### src/rtl/usb_rx_pkg.sv
// Shared types and default timing constants for the full-speed USB RX/TX timers.
// Defaults live here so the TX and RX timers agree on bit timing.
package usb_rx_pkg;

  typedef enum logic [1:0] {
    IDLE      = 2'd0,
    WAIT_EDGE = 2'd1,
    RUN       = 2'd2
  } rx_tmr_state_t;

  localparam int USB_CLKS_PER_BIT = 8;
  localparam int USB_SAMPLE_POINT = 3;
  localparam int USB_LONG_EVERY_3 = 1;
  localparam int USB_STUFF_RUN    = 6;

endpackage

### src/rtl/usb_edge_detect.sv
// Line transition detector: registered previous level (resets to J = 1) XORed
// with the current synchronized level. Shared with the EOP detector.
module usb_edge_detect
  import usb_rx_pkg::*;
(
  input  logic clk,
  input  logic n_rst,
  input  logic d_in,
  output logic line_edge
);

  logic d_prev_q;
  logic d_prev_d;

  assign d_prev_d  = d_in;
  assign line_edge = d_in ^ d_prev_q;

  always_ff @(posedge clk or negedge n_rst) begin
    if (!n_rst) begin
      d_prev_q <= 1'b1;
    end else begin
      d_prev_q <= d_prev_d;
    end
  end

endmodule

### src/rtl/usb_rx_timer.sv
// Full-speed USB RX bit timing, NRZI decode and bit unstuffing front end.
// Optional macro USB_RX_TIMER_STUFF_ERR_EN adds the stuff_err output.
module usb_rx_timer
  import usb_rx_pkg::*;
#(
  parameter int CLKS_PER_BIT = USB_CLKS_PER_BIT,
  parameter int SAMPLE_POINT = USB_SAMPLE_POINT,
  parameter int LONG_EVERY_3 = USB_LONG_EVERY_3,
  parameter int STUFF_RUN    = USB_STUFF_RUN
) (
  input  logic       clk,
  input  logic       n_rst,
  input  logic       d_plus_sync,
  input  logic       rcving,
  output logic       d_orig,
  output logic       shift_enable,
  output logic       byte_received,
  output logic [2:0] bit_cnt
`ifdef USB_RX_TIMER_STUFF_ERR_EN
  ,
  output logic       stuff_err
`endif
);

  localparam int PHASE_W = $clog2(CLKS_PER_BIT + 2);
  localparam int ONES_W  = $clog2(STUFF_RUN + 1);

  localparam logic [PHASE_W-1:0] SAMPLE_PH  = PHASE_W'(SAMPLE_POINT);
  localparam logic [PHASE_W-1:0] SHORT_LAST = PHASE_W'(CLKS_PER_BIT - 1);
  localparam logic [PHASE_W-1:0] LONG_LAST  = PHASE_W'(CLKS_PER_BIT);
  localparam logic [ONES_W-1:0]  ONES_MAX   = ONES_W'(STUFF_RUN);

  rx_tmr_state_t      state_q, state_d;
  logic [PHASE_W-1:0] phase_q, phase_d;
  logic [1:0]         long_cnt_q, long_cnt_d;
  logic [ONES_W-1:0]  ones_cnt_q, ones_cnt_d;
  logic [2:0]         bit_cnt_q, bit_cnt_d;
  logic               last_level_q, last_level_d;
  logic               d_orig_q, d_orig_d;
  logic               shift_enable_q, shift_enable_d;
  logic               byte_wrap_q, byte_wrap_d;
  logic               byte_received_q, byte_received_d;
`ifdef USB_RX_TIMER_STUFF_ERR_EN
  logic               stuff_err_q, stuff_err_d;
`endif

  logic               line_edge;
  logic               sample_bit;
  logic [PHASE_W-1:0] period_last;

  usb_edge_detect u_edge (
    .clk       (clk),
    .n_rst     (n_rst),
    .d_in      (d_plus_sync),
    .line_edge (line_edge)
  );

  // NRZI: a bit is 1 when the line did not change since the previous sample.
  assign sample_bit  = (d_plus_sync == last_level_q);
  assign period_last = ((LONG_EVERY_3 != 0) && (long_cnt_q == 2'd2)) ? LONG_LAST : SHORT_LAST;

  always_comb begin
    state_d         = state_q;
    phase_d         = phase_q;
    long_cnt_d      = long_cnt_q;
    ones_cnt_d      = ones_cnt_q;
    bit_cnt_d       = bit_cnt_q;
    last_level_d    = last_level_q;
    d_orig_d        = d_orig_q;
    shift_enable_d  = 1'b0;
    byte_wrap_d     = 1'b0;
    byte_received_d = byte_wrap_q;
`ifdef USB_RX_TIMER_STUFF_ERR_EN
    stuff_err_d     = 1'b0;
`endif

    if (!rcving) begin
      state_d    = IDLE;
      phase_d    = '0;
      long_cnt_d = '0;
      ones_cnt_d = '0;
      bit_cnt_d  = '0;
    end else begin
      case (state_q)
        IDLE: begin
          state_d      = WAIT_EDGE;
          phase_d      = '0;
          long_cnt_d   = '0;
          ones_cnt_d   = '0;
          bit_cnt_d    = '0;
          last_level_d = 1'b1;
        end
        WAIT_EDGE: begin
          if (line_edge) begin
            state_d = RUN;
            phase_d = PHASE_W'(1);
          end
        end
        RUN: begin
          if (phase_q == SAMPLE_PH) begin
            last_level_d = d_plus_sync;
            if (ones_cnt_q == ONES_MAX) begin
              ones_cnt_d  = '0;
`ifdef USB_RX_TIMER_STUFF_ERR_EN
              stuff_err_d = sample_bit;
`endif
            end else begin
              d_orig_d       = sample_bit;
              shift_enable_d = 1'b1;
              ones_cnt_d     = sample_bit ? ones_cnt_q + 1'b1 : '0;
              bit_cnt_d      = bit_cnt_q + 3'd1;
              byte_wrap_d    = (bit_cnt_q == 3'd7);
            end
          end
          // An edge re-aligns the phase but keeps the 8/8/9 position.
          if (line_edge) begin
            phase_d = PHASE_W'(1);
          end else if (phase_q == period_last) begin
            phase_d    = '0;
            long_cnt_d = (long_cnt_q == 2'd2) ? 2'd0 : long_cnt_q + 2'd1;
          end else begin
            phase_d = phase_q + 1'b1;
          end
        end
        default: begin
          state_d = IDLE;
        end
      endcase
    end
  end

  always_ff @(posedge clk or negedge n_rst) begin
    if (!n_rst) begin
      state_q         <= IDLE;
      phase_q         <= '0;
      long_cnt_q      <= '0;
      ones_cnt_q      <= '0;
      bit_cnt_q       <= '0;
      last_level_q    <= 1'b1;
      d_orig_q        <= 1'b1;
      shift_enable_q  <= 1'b0;
      byte_wrap_q     <= 1'b0;
      byte_received_q <= 1'b0;
`ifdef USB_RX_TIMER_STUFF_ERR_EN
      stuff_err_q     <= 1'b0;
`endif
    end else begin
      state_q         <= state_d;
      phase_q         <= phase_d;
      long_cnt_q      <= long_cnt_d;
      ones_cnt_q      <= ones_cnt_d;
      bit_cnt_q       <= bit_cnt_d;
      last_level_q    <= last_level_d;
      d_orig_q        <= d_orig_d;
      shift_enable_q  <= shift_enable_d;
      byte_wrap_q     <= byte_wrap_d;
      byte_received_q <= byte_received_d;
`ifdef USB_RX_TIMER_STUFF_ERR_EN
      stuff_err_q     <= stuff_err_d;
`endif
    end
  end

  assign d_orig        = d_orig_q;
  assign shift_enable  = shift_enable_q;
  assign byte_received = byte_received_q;
  assign bit_cnt       = bit_cnt_q;
`ifdef USB_RX_TIMER_STUFF_ERR_EN
  assign stuff_err     = stuff_err_q;
`endif

endmodule

### config.mk
export PLATFORM = sky130hd
export DESIGN_NAME = usb_rx_timer
export DESIGN_NICKNAME = d
export VERILOG_FILES = /design/src/rtl/usb_rx_pkg.sv /design/src/rtl/usb_edge_detect.sv /design/src/rtl/usb_rx_timer.sv
export SDC_FILE = /design/constraint.sdc
export NUM_CORES = 1
export LEC_CHECK = 0
export BUFFER_PORTS_ARGS = -buffer_cell sky130_fd_sc_hd__clkbuf_2
export CAP_MARGIN = 20
export CORE_MARGIN = 3
export CORE_UTILIZATION = 25
export CTS_CLUSTER_DIAMETER = 200
export DETAILED_ROUTE_END_ITERATION = 16
export GPL_TIMING_DRIVEN = 0
export SKIP_CTS_REPAIR_TIMING = 1
export SLEW_MARGIN = 10
export SYNTH_ARGS = -nofsm -noshare
export SYNTH_HDL_FRONTEND = slang
export SYNTH_SLANG_ARGS = --single-unit
### constraint.sdc
create_clock -name clk -period 2.2 [get_ports clk]
set_clock_uncertainty 0.05 [all_clocks]
set_input_delay 0.66 -clock clk [delete_from_list [all_inputs] [get_ports clk]]
set_output_delay 0.66 -clock clk [all_outputs]
set_load 0.05 [all_outputs]
=== Word level (Yosys, flattened, before mapping) ===
Cells that the tools add are included.

* Reduce and logical (&&, ||, !) cells: 9
* Bitwise operators: 2
* Shifts and indexed selects: 0
* Mux-type cells: 33
* Divide/modulo/power cells: 0
* Add/sub/neg operators: 4
* Eq/ne operators: 17
* Order comparisons: 0
* Multiply operators: 0

{| class="wikitable"
|+ Operator list
! cell !! number
|-
| 3-bit 2-to-1 mux || 7
|-
| 4-bit 2-to-1 mux || 5
|-
| 3-bit != test (second input constant) || 5
|-
| 2-bit 2-to-1 mux || 6
|-
| 3-bit case mux with 2 select lines || 2
|-
| 4-bit case mux with 3 select lines || 1
|-
| 1-bit 2-to-1 mux || 9
|-
| 3-bit AND reduction || 3
|-
| 3-bit by 1-bit adder with 3-bit output (second input constant) || 2
|-
| 3-bit == test (second input constant) || 2
|-
| 2-bit case mux with 3 select lines || 1
|-
| 2-bit AND reduction || 3
|-
| 4-bit by 1-bit adder with 4-bit output (second input constant) || 1
|-
| 2-bit == test (second input constant) || 2
|-
| 4-bit by 2-bit == test with 1-bit output (second input constant) || 1
|-
| 4-bit == test || 1
|-
| 2-bit != test (second input constant) || 2
|-
| 4-bit by 1-bit != test with 1-bit output (second input constant) || 1
|-
| 2-bit case mux with 2 select lines || 1
|-
| 4-bit AND reduction || 1
|-
| 3-bit by 1-bit != test with 1-bit output (second input constant) || 1
|-
| 2-bit by 1-bit adder with 2-bit output (second input constant) || 1
|-
| 2-bit by 1-bit == test with 1-bit output (second input constant) || 1
|-
| 2-bit zero test || 1
|-
| other kinds (5) || 5
|}

* Logic and storage cells: 76
* Memories kept: 0
* Output and inout port bits: 6
* Bits in latches: 0
* Input bits: 4
* Flip-flop bits (word level): 20
* ROM bits: 0
* RAM bits: 0

=== Logic depth before layout (Yosys ltp) ===
Gate-level depths: netlist of run 1.

* Depth after elaboration: 7
* Mapped depth: 8
* Mapped depth without buffers: 7

=== By module ===
From an unflattened synthesis of run 1, not the netlist that was laid out.

* Cells, all modules: 108
* Area, all modules: 1129.8 µm²

{| class="wikitable"
|+ By module, submodules not included
! module !! cells each !! area each (µm²) !! instances !! seq. area each (µm²)
|-
| usb_rx_timer || 106 || 1094.8 || 1 || 478.0
|-
| usb_edge_detect || 2 || 35.0 || 1 || 26.3
|}

=== Worst setup path after synthesis of run 1 ===
No wires, ideal clock.

* Path kind: flip-flop to flip-flop
* Start point: register phase_q[0]
* End point: register bit_cnt_q[0] (netlist: bit_cnt[0])
* Path slack: 392 ps
* Required time: 2025 ps
* Setup time: 125 ps
* Path buffers: 0
* Arrival time: 1633 ps
* Stages on the path, launching flop included: 7
* Clock period less this slack: 1808 ps
* Cells stage by stage: dfrtp_1 ha_1 or3b_4 a21oi_2 nor2b_2 a41o_1 mux2_4

* Cells in the longest elaborated chain, start to end: 3

{| class="wikitable"
|+ RTL lines
! element !! line !! text
|-
| start, declared || usb_rx_timer.sv:34 || <nowiki>logic [PHASE_W-1:0] phase_q, phase_d;</nowiki>
|-
| start signal, assigned || usb_rx_timer.sv:149 || <nowiki>phase_q <= phase_d;</nowiki>
|-
| 4-bit by 2-bit == test with 1-bit output || usb_rx_timer.sv:100 || <nowiki>if (phase_q == SAMPLE_PH) begin</nowiki>
|-
| 3-bit != test (no line) || - ||
|-
| 3-bit AND reduction (no line) || - ||
|-
| end signal, assigned || usb_rx_timer.sv:152 || <nowiki>bit_cnt_q <= bit_cnt_d;</nowiki>
|-
| end, declared || usb_rx_timer.sv:37 || <nowiki>logic [2:0] bit_cnt_q, bit_cnt_d;</nowiki>
|}

Every way passes these cells.
A chain may end at the register's enable or synchronous reset.

=== Worst setup path after layout of run 1 ===
Same ends and word-level chain as after synthesis.

==> impl_results.md, run 1 <==
* XOR/XNOR Fraction of Synth Area at under 10%
* Clock transition at the registers of the reported paths at ~0.080 ns
* Final Cycle Share at ~90%
* R2R Path Start: phase_q[0]
* Peak Freq at 517 MHz
* DR vias/cell at 4.80
* Placed cell areas at approximately 1200 um^2
* Total Wirelength at between 2 and 2.5 mm
* First-pass GRT wire length at around 3.7 mm
* Cells on worst reg2reg path at 6
* Minimum clock period after layout at 1.93 ns
* Worst skew pair latency at around 0.25 ns
* CP Capture Type: flop
* Avg Synthesized Cell Area at between 10 and 15 um^2
* RSZ-0062 raised after global routing: no
* Post-synthesis adder-cell area fraction at between 10 and 15%
* Ys Warns at 0
* CTS buffer count at 3
* Number of synthesized register bits at 20
* Hold Vio Cnt, Final at 0
* Crit Path Class: reg -> reg
* Maximum vdd drop at approximately 0.4 mV
* Pin count of the biggest net entering global routing at 21
* Commonest non-fill, non-tap cells in the layout: 17 x dfrtp_1, 9 x nand2_1, 9 x ha_1, 9 x clkbuf_2, 7 x inv_1
* Outcome: complete, no violations
* Synth area leaders: dfrtp_1 38%, ha_1 10%, dfstp_2 7.1%, nand2_1 3.1%, inv_1 2.4%
* CTS tree: built
* Worst-margin pin slew at between 0.5 and 0.6 ns
* CP startpoint: phase_q[0]
* Ant diodes at 0
* Critical path launch point type: flop
* Main combinational cell family by area after synthesis: compound AO/OA/AOI/OAI gates
* Library cells used by synthesis at 42
* Mapped Area at 1110 um^2
* Worst hold margin at roughly 0.31 ns
* Endpoints failing setup at 0
* Layout cell share with drive strength beyond 1 at ~25%
* Clk buf depth at 2
* Hold Path Class: in -> async
* Power Density at between 800 and 900 nW/um^2
* Total number of vias at 802
* Fin nets at 131
* MaxCap Viol Count at 0
* I/O pins at 10
* Finished Cell Area at between 1000 and 1500 um^2
* Multiplexer share of the synthesized area at 3.28%
* Syn-to-layout area delta at 16.2%
* # fillers at approximately 440
* Routed len/inst at 12.0 um
* Initial DRC Count at 18
* Initial core utilization at about a quarter
* Antenna violation net count after detailed routing at 0
* Routability cong. at 0.830
* Slew Limit Fails at 0
* CTS sink count at 20
* Cells after synthesis at between 100 and 150
* Row Count at 23
* Ys flop type: dfrtp_1
* Vias in the first global route at between 900 and 1000
* H-tree Lvls at 1
* Antenna violations before repair at 0
* Critical Path AT at 2.03 ns
* Commonest non-fill, non-tap cell in the layout: dfrtp_1
* Chip height at between 70 and 80 um
* Total track usage at 8.68%
* Synth area leader: dfrtp_1
* Clock root cell: clkbuf_8
* Synth Area in Simple Gates at between 10% and 20%
* Leakage power at between 0.5 and 0.6 nW
* Crit path required time at around 2.3 ns
* Grt ovf at 0
* Die Area at ~5300 um^2
* DRT Pass-1 Iters at 4
* Post-synth net total at 117
* Core Region at a little over 4000 um^2
* Crit path max fanout at 5
* Relative slew slack at around 66%
* Post-synth EDFFs at 0
* Post-Route Setup TNS at 0 ns
* DRC violations left at 0
* IO Port Bufs at 9
* Post-detailed-placement half-perimeter wirelength at 1.57 mm
* Post-synth top area share at 38.5%
* Post-synth ARST share at 100%
* Post-synthesis compound-gate area fraction at between 20% and 30%
* Seq/Total Area, Yosys at a little under half
* Die W at 72.5 um
synthesized netlist by cell type, drive strengths merged, types with 2 or more instances:
| cell | count |
|---|---|
| inv | 7 |
| a21oi | 4 |
| a31oi | 3 |
| nor2b | 3 |
| dfrtp | 17 |
| mux2 | 2 |
| a21boi | 2 |
| nor2 | 5 |
| nor3 | 4 |
| nand2 | 10 |
| ha | 9 |
| a22o | 2 |
| and2 | 2 |
| or3 | 2 |
| dfstp | 3 |
| nand3 | 3 |
| o21a | 2 |
| o21ai | 9 |
stage by stage:
step	total power, mW	setup slack, ns	std cells	util [%]
detailed placement	0.703	0.175	163	29.3
global route	1.12	0.133	167	31.0
CTS	1.07	0.252	167	31.0
floorplan	0.636	0.392	104	-
global placement	0.685	0.227	163	29.3
finish	1.06	0.267	167	31.0
cell families (layout without fill, tap and decap cells):
family	after synthesis	count (layout)
XOR/XNOR	2	2
AND/OR/NAND/NOR	32	32
AO/OA/AOI/OAI	29	29
flip-flops	20	20
buffers and inverters	9	22
adder cells (fa/ha/maj)	9	9
multiplexers	3	3
power by group:
part	switching [mW]	internal, mW
Clock	0.119	0.243
Combinational	0.169	0.110
Sequential	0.0272	0.389
final timing paths:
check / to / slack [ns]
max in group asynchronous: d_orig / 1.43
worst min register to register: byte_received / 0.31
min in group clk: byte_received / 0.31
worst max-delay path: bit_cnt[0] / 0.27
worst min-delay path: ones_cnt_q[2] / 0.31
worst max register to register: bit_cnt[0] / 0.27
layout make-up:
cell class	count	area (um^2)	area share, %
multi-input combinational	75	567	44.1
clock inverter	1	30.0	2.34
buffer	2	8.76	0.682
clock buffer	3	41.3	3.21
sequential	20	504	39.2
timing repair buffer	9	45.0	3.51
inverter	7	26.3	2.04
tap	50	62.6	4.87
worst max-delay path: stages, from the launching register on:
cell,delay [ns]
dfrtp_1,0.42
ha_1,0.18
or3b_4,0.43
a21oi_2,0.16
nor2b_2,0.08
a41o_1,0.24
mux2_4,0.26
sequential cells by signal, indices dropped and copies added, names as in the netlist, 2 cells and up:
| signal | cells |
|---|---|
| bit_cnt | 3 |
| phase_q | 4 |
| long_cnt_q | 2 |
| state_q | 2 |
| ones_cnt_q | 3 |
layer usage:
layer	vias to the layer above	global-route usage, %	wire length (um)
li1	395	-	-
met2	7	16.2	1070
met4	0	3.07	10
met1	398	10.0	888
met3	2	1.25	44
met5	-	0	0
Note: power is estimated with default switching activity, not from simulation.
==> run 2, diff against run 1 <==
- CORE_ASPECT_RATIO: default -> 1.75
==> run 2 against run 1 <==
Via count increased by 1.2%. Sequential share of layout area up 0.54 points. Global-route usage grew 0.43 points. Combinational power increased by 4%.
==> impl_results.md, run 2 (synthesis results as in run 1) <==
* Clock root cell: clkbuf_8
* Total track usage at 9.10% (+0.43 points)
* Critical-path cell list: inv_1 -> ha_1 -> buf_2 -> nand2_1 -> a211oi_4 -> and2_4 -> nand2_2 -> o21ai_2
* Clock transition at the registers of the reported paths at 0.07 ns (about the same)
* Routability cong. at 0.743 (-11%)
* Routed len/inst at 13.4 um (+11%)
* Worst-margin pin slew at 0.501 ns (-0.00166 ns)
* Final worst slack at 0.214 ns (-0.0534 ns)
* Relative slew slack at 66.6% (+0.11 points)
* Crit path max fanout at 10 (+5)
* Initial DRC Count at 3 (-15)
* Hold Path Class: reg -> reg
* Final core occ at 30.3% (-0.75 points)
* Finished Cell Area at 1270 um^2 (-1.4%)
* Hold Vio Cnt, Final at 0 (unchanged)
* Slowest stage cell, crit path: dfrtp_1
* Total power draw at 0.985 mW (-6.8%)
* Biggest register: phase_q
* Minimum clock period after layout at 1.99 ns (+0.0534 ns)
* Vias in the first global route at 855 (-5.1%)
* WHS Endpoint: byte_received
* Leakage power at 0.578 nW (-1.2%)
* Clk buf depth at 2 (unchanged)
* CTS sink count at 20 (unchanged)
* CP peak stage delay at 0.46 ns (+0.03 ns)
* Post-Route Setup TNS at 0 ns (unchanged)
* Hold Path Origin: byte_received_d
* Initial core utilization at 26.4% (-0.29 points)
* H-tree Lvls at 1 (unchanged)
* Die Area at 5290 um^2 (+0.60%)
* Critical Path AT at 2.12 ns (+0.09 ns)
* Crit Path Class: reg -> reg
* Row Count at 31 (+35%)
* MaxCap Viol Count at 0 (unchanged)
* Final Cycle Share at 90.3% (+2.4 points)
* Chip height at 94.0 um (+30%)
* Critical path launch point type: flop
* Cells on worst reg2reg path at 8 (+2)
* Sequential cell area at 504 um^2 (unchanged)
* R2R Path Start: state_q[0]
* Slew Limit Fails at 0 (unchanged)
* Worst R2R End: ones_cnt_q[1]
* Ant diodes at 0 (unchanged)
* DRT Pass-1 Iters at 3 (-1)
* DR vias/cell at 4.89 (+1.9%)
* Commonest non-fill, non-tap cell in the layout: dfrtp_1
* Peak Freq at 503 MHz (-2.7%)
* Worst Hold Depth at 0
* Pin count of the biggest net entering global routing at 21 (unchanged)
* Antenna violation net count after detailed routing at 0 (unchanged)
* First-pass GRT wire length at 3.80 mm (+2.2%)
* Outcome: complete, no violations
* Core Region at 4190 um^2 (+1.1%)
* Fin nets at 131 (unchanged)
* Antenna violations before repair at 0 (unchanged)
* Maximum vdd drop at 0.316 mV (-21%)
* CTS buffer count at 3 (unchanged)
* Post-detailed-placement half-perimeter wirelength at 1.78 mm (+13%)
* Syn-to-layout area delta at 14.6%
* # fillers at 447 (+2.1%)
* Layout cell share with drive strength beyond 1 at 24.8% (unchanged)
* Commonest non-fill, non-tap cells in the layout: 17 x dfrtp_1, 9 x nand2_1, 9 x ha_1, 9 x clkbuf_2, 7 x inv_1
* Grt ovf at 0 (unchanged)
* CP startpoint: state_q[0]
* CP Capture Type: flop
* Worst skew pair latency at 0.25 ns (about the same)
* Endpoints failing setup at 0 (unchanged)
* CTS tree: built
* Power Density at 778 nW/um^2 (-5.5%)
* Crit path required time at 2.34 ns (+0.05 ns)
* Total number of vias at 812 (+1.2%)
* DRC violations left at 0 (unchanged)
* Total Wirelength at 2.23 mm (+11%)
* RSZ-0062 raised after global routing: no
* Area of the multi-input gates at 567 um^2 (unchanged)
* Reg2reg setup slack at 0.21 ns (-0.05 ns)
* I/O pins at 10 (unchanged)
* Die W at 56.3 um (-22%)
* Largest register FFs at 4 (unchanged)
* Placed cell areas at 1210 um^2 (-0.10%)
* IO Port Bufs at 9 (unchanged)
* Setup slack at placement at 0.119 ns (-0.0561 ns)
[run 2: worst max-delay path by stage]
stage                    endpoint  slack, ns  cells past startpoint
global placement       phase_q[3]       0.18                      6
finish              ones_cnt_q[1]       0.21                      8
floorplan              bit_cnt[0]       0.39                      6
detailed placement     phase_q[3]       0.12                      6
CTS                 ones_cnt_q[1]       0.20                      8
global route        ones_cnt_q[1]       0.07                      8
[run 2: critical path, delay by kind of cell (launching register included)]
kind                       cells  cell delay [ns]
DFF                            1             0.46
and+or+nand+nor                3             0.44
AOI/OAI and AO/OA              2             0.37
buffers and inverters          2             0.36
adders and majority gates      1             0.23
[run 2: power by group]
part           internal, mW  leakage, nW  switching (mW)  total, mW
sequential            0.389        0.267          0.0296      0.418
clock                 0.159       0.0288           0.117      0.276
combinational         0.112        0.282           0.179      0.291
[run 2: per-stage QoR]
step                hold WS, ns  cells
global route              0.317    166
CTS                       0.308    166
floorplan                 0.281    104
detailed placement        0.291    162
finish                    0.304    166
global placement          0.285    162
[run 2: cell type report]
cell class,instances,area share (%)
Sequential cell,20,39.8
Buffer,2,0.691
Inverter,7,2.07
Tap cell,49,4.84
Multi-Input combinational cell,75,44.7
Clock buffer,4,4.34
Timing Repair Buffer,9,3.55
[run 2: metal layers]
layer | wire length [um] | GRT usage [%]
met1 | 775 | 8.55
met2 | 1400 | 18.8
met3 | 10 | 0.825
met4 | 40 | 4.36
met5 | 0 | 0
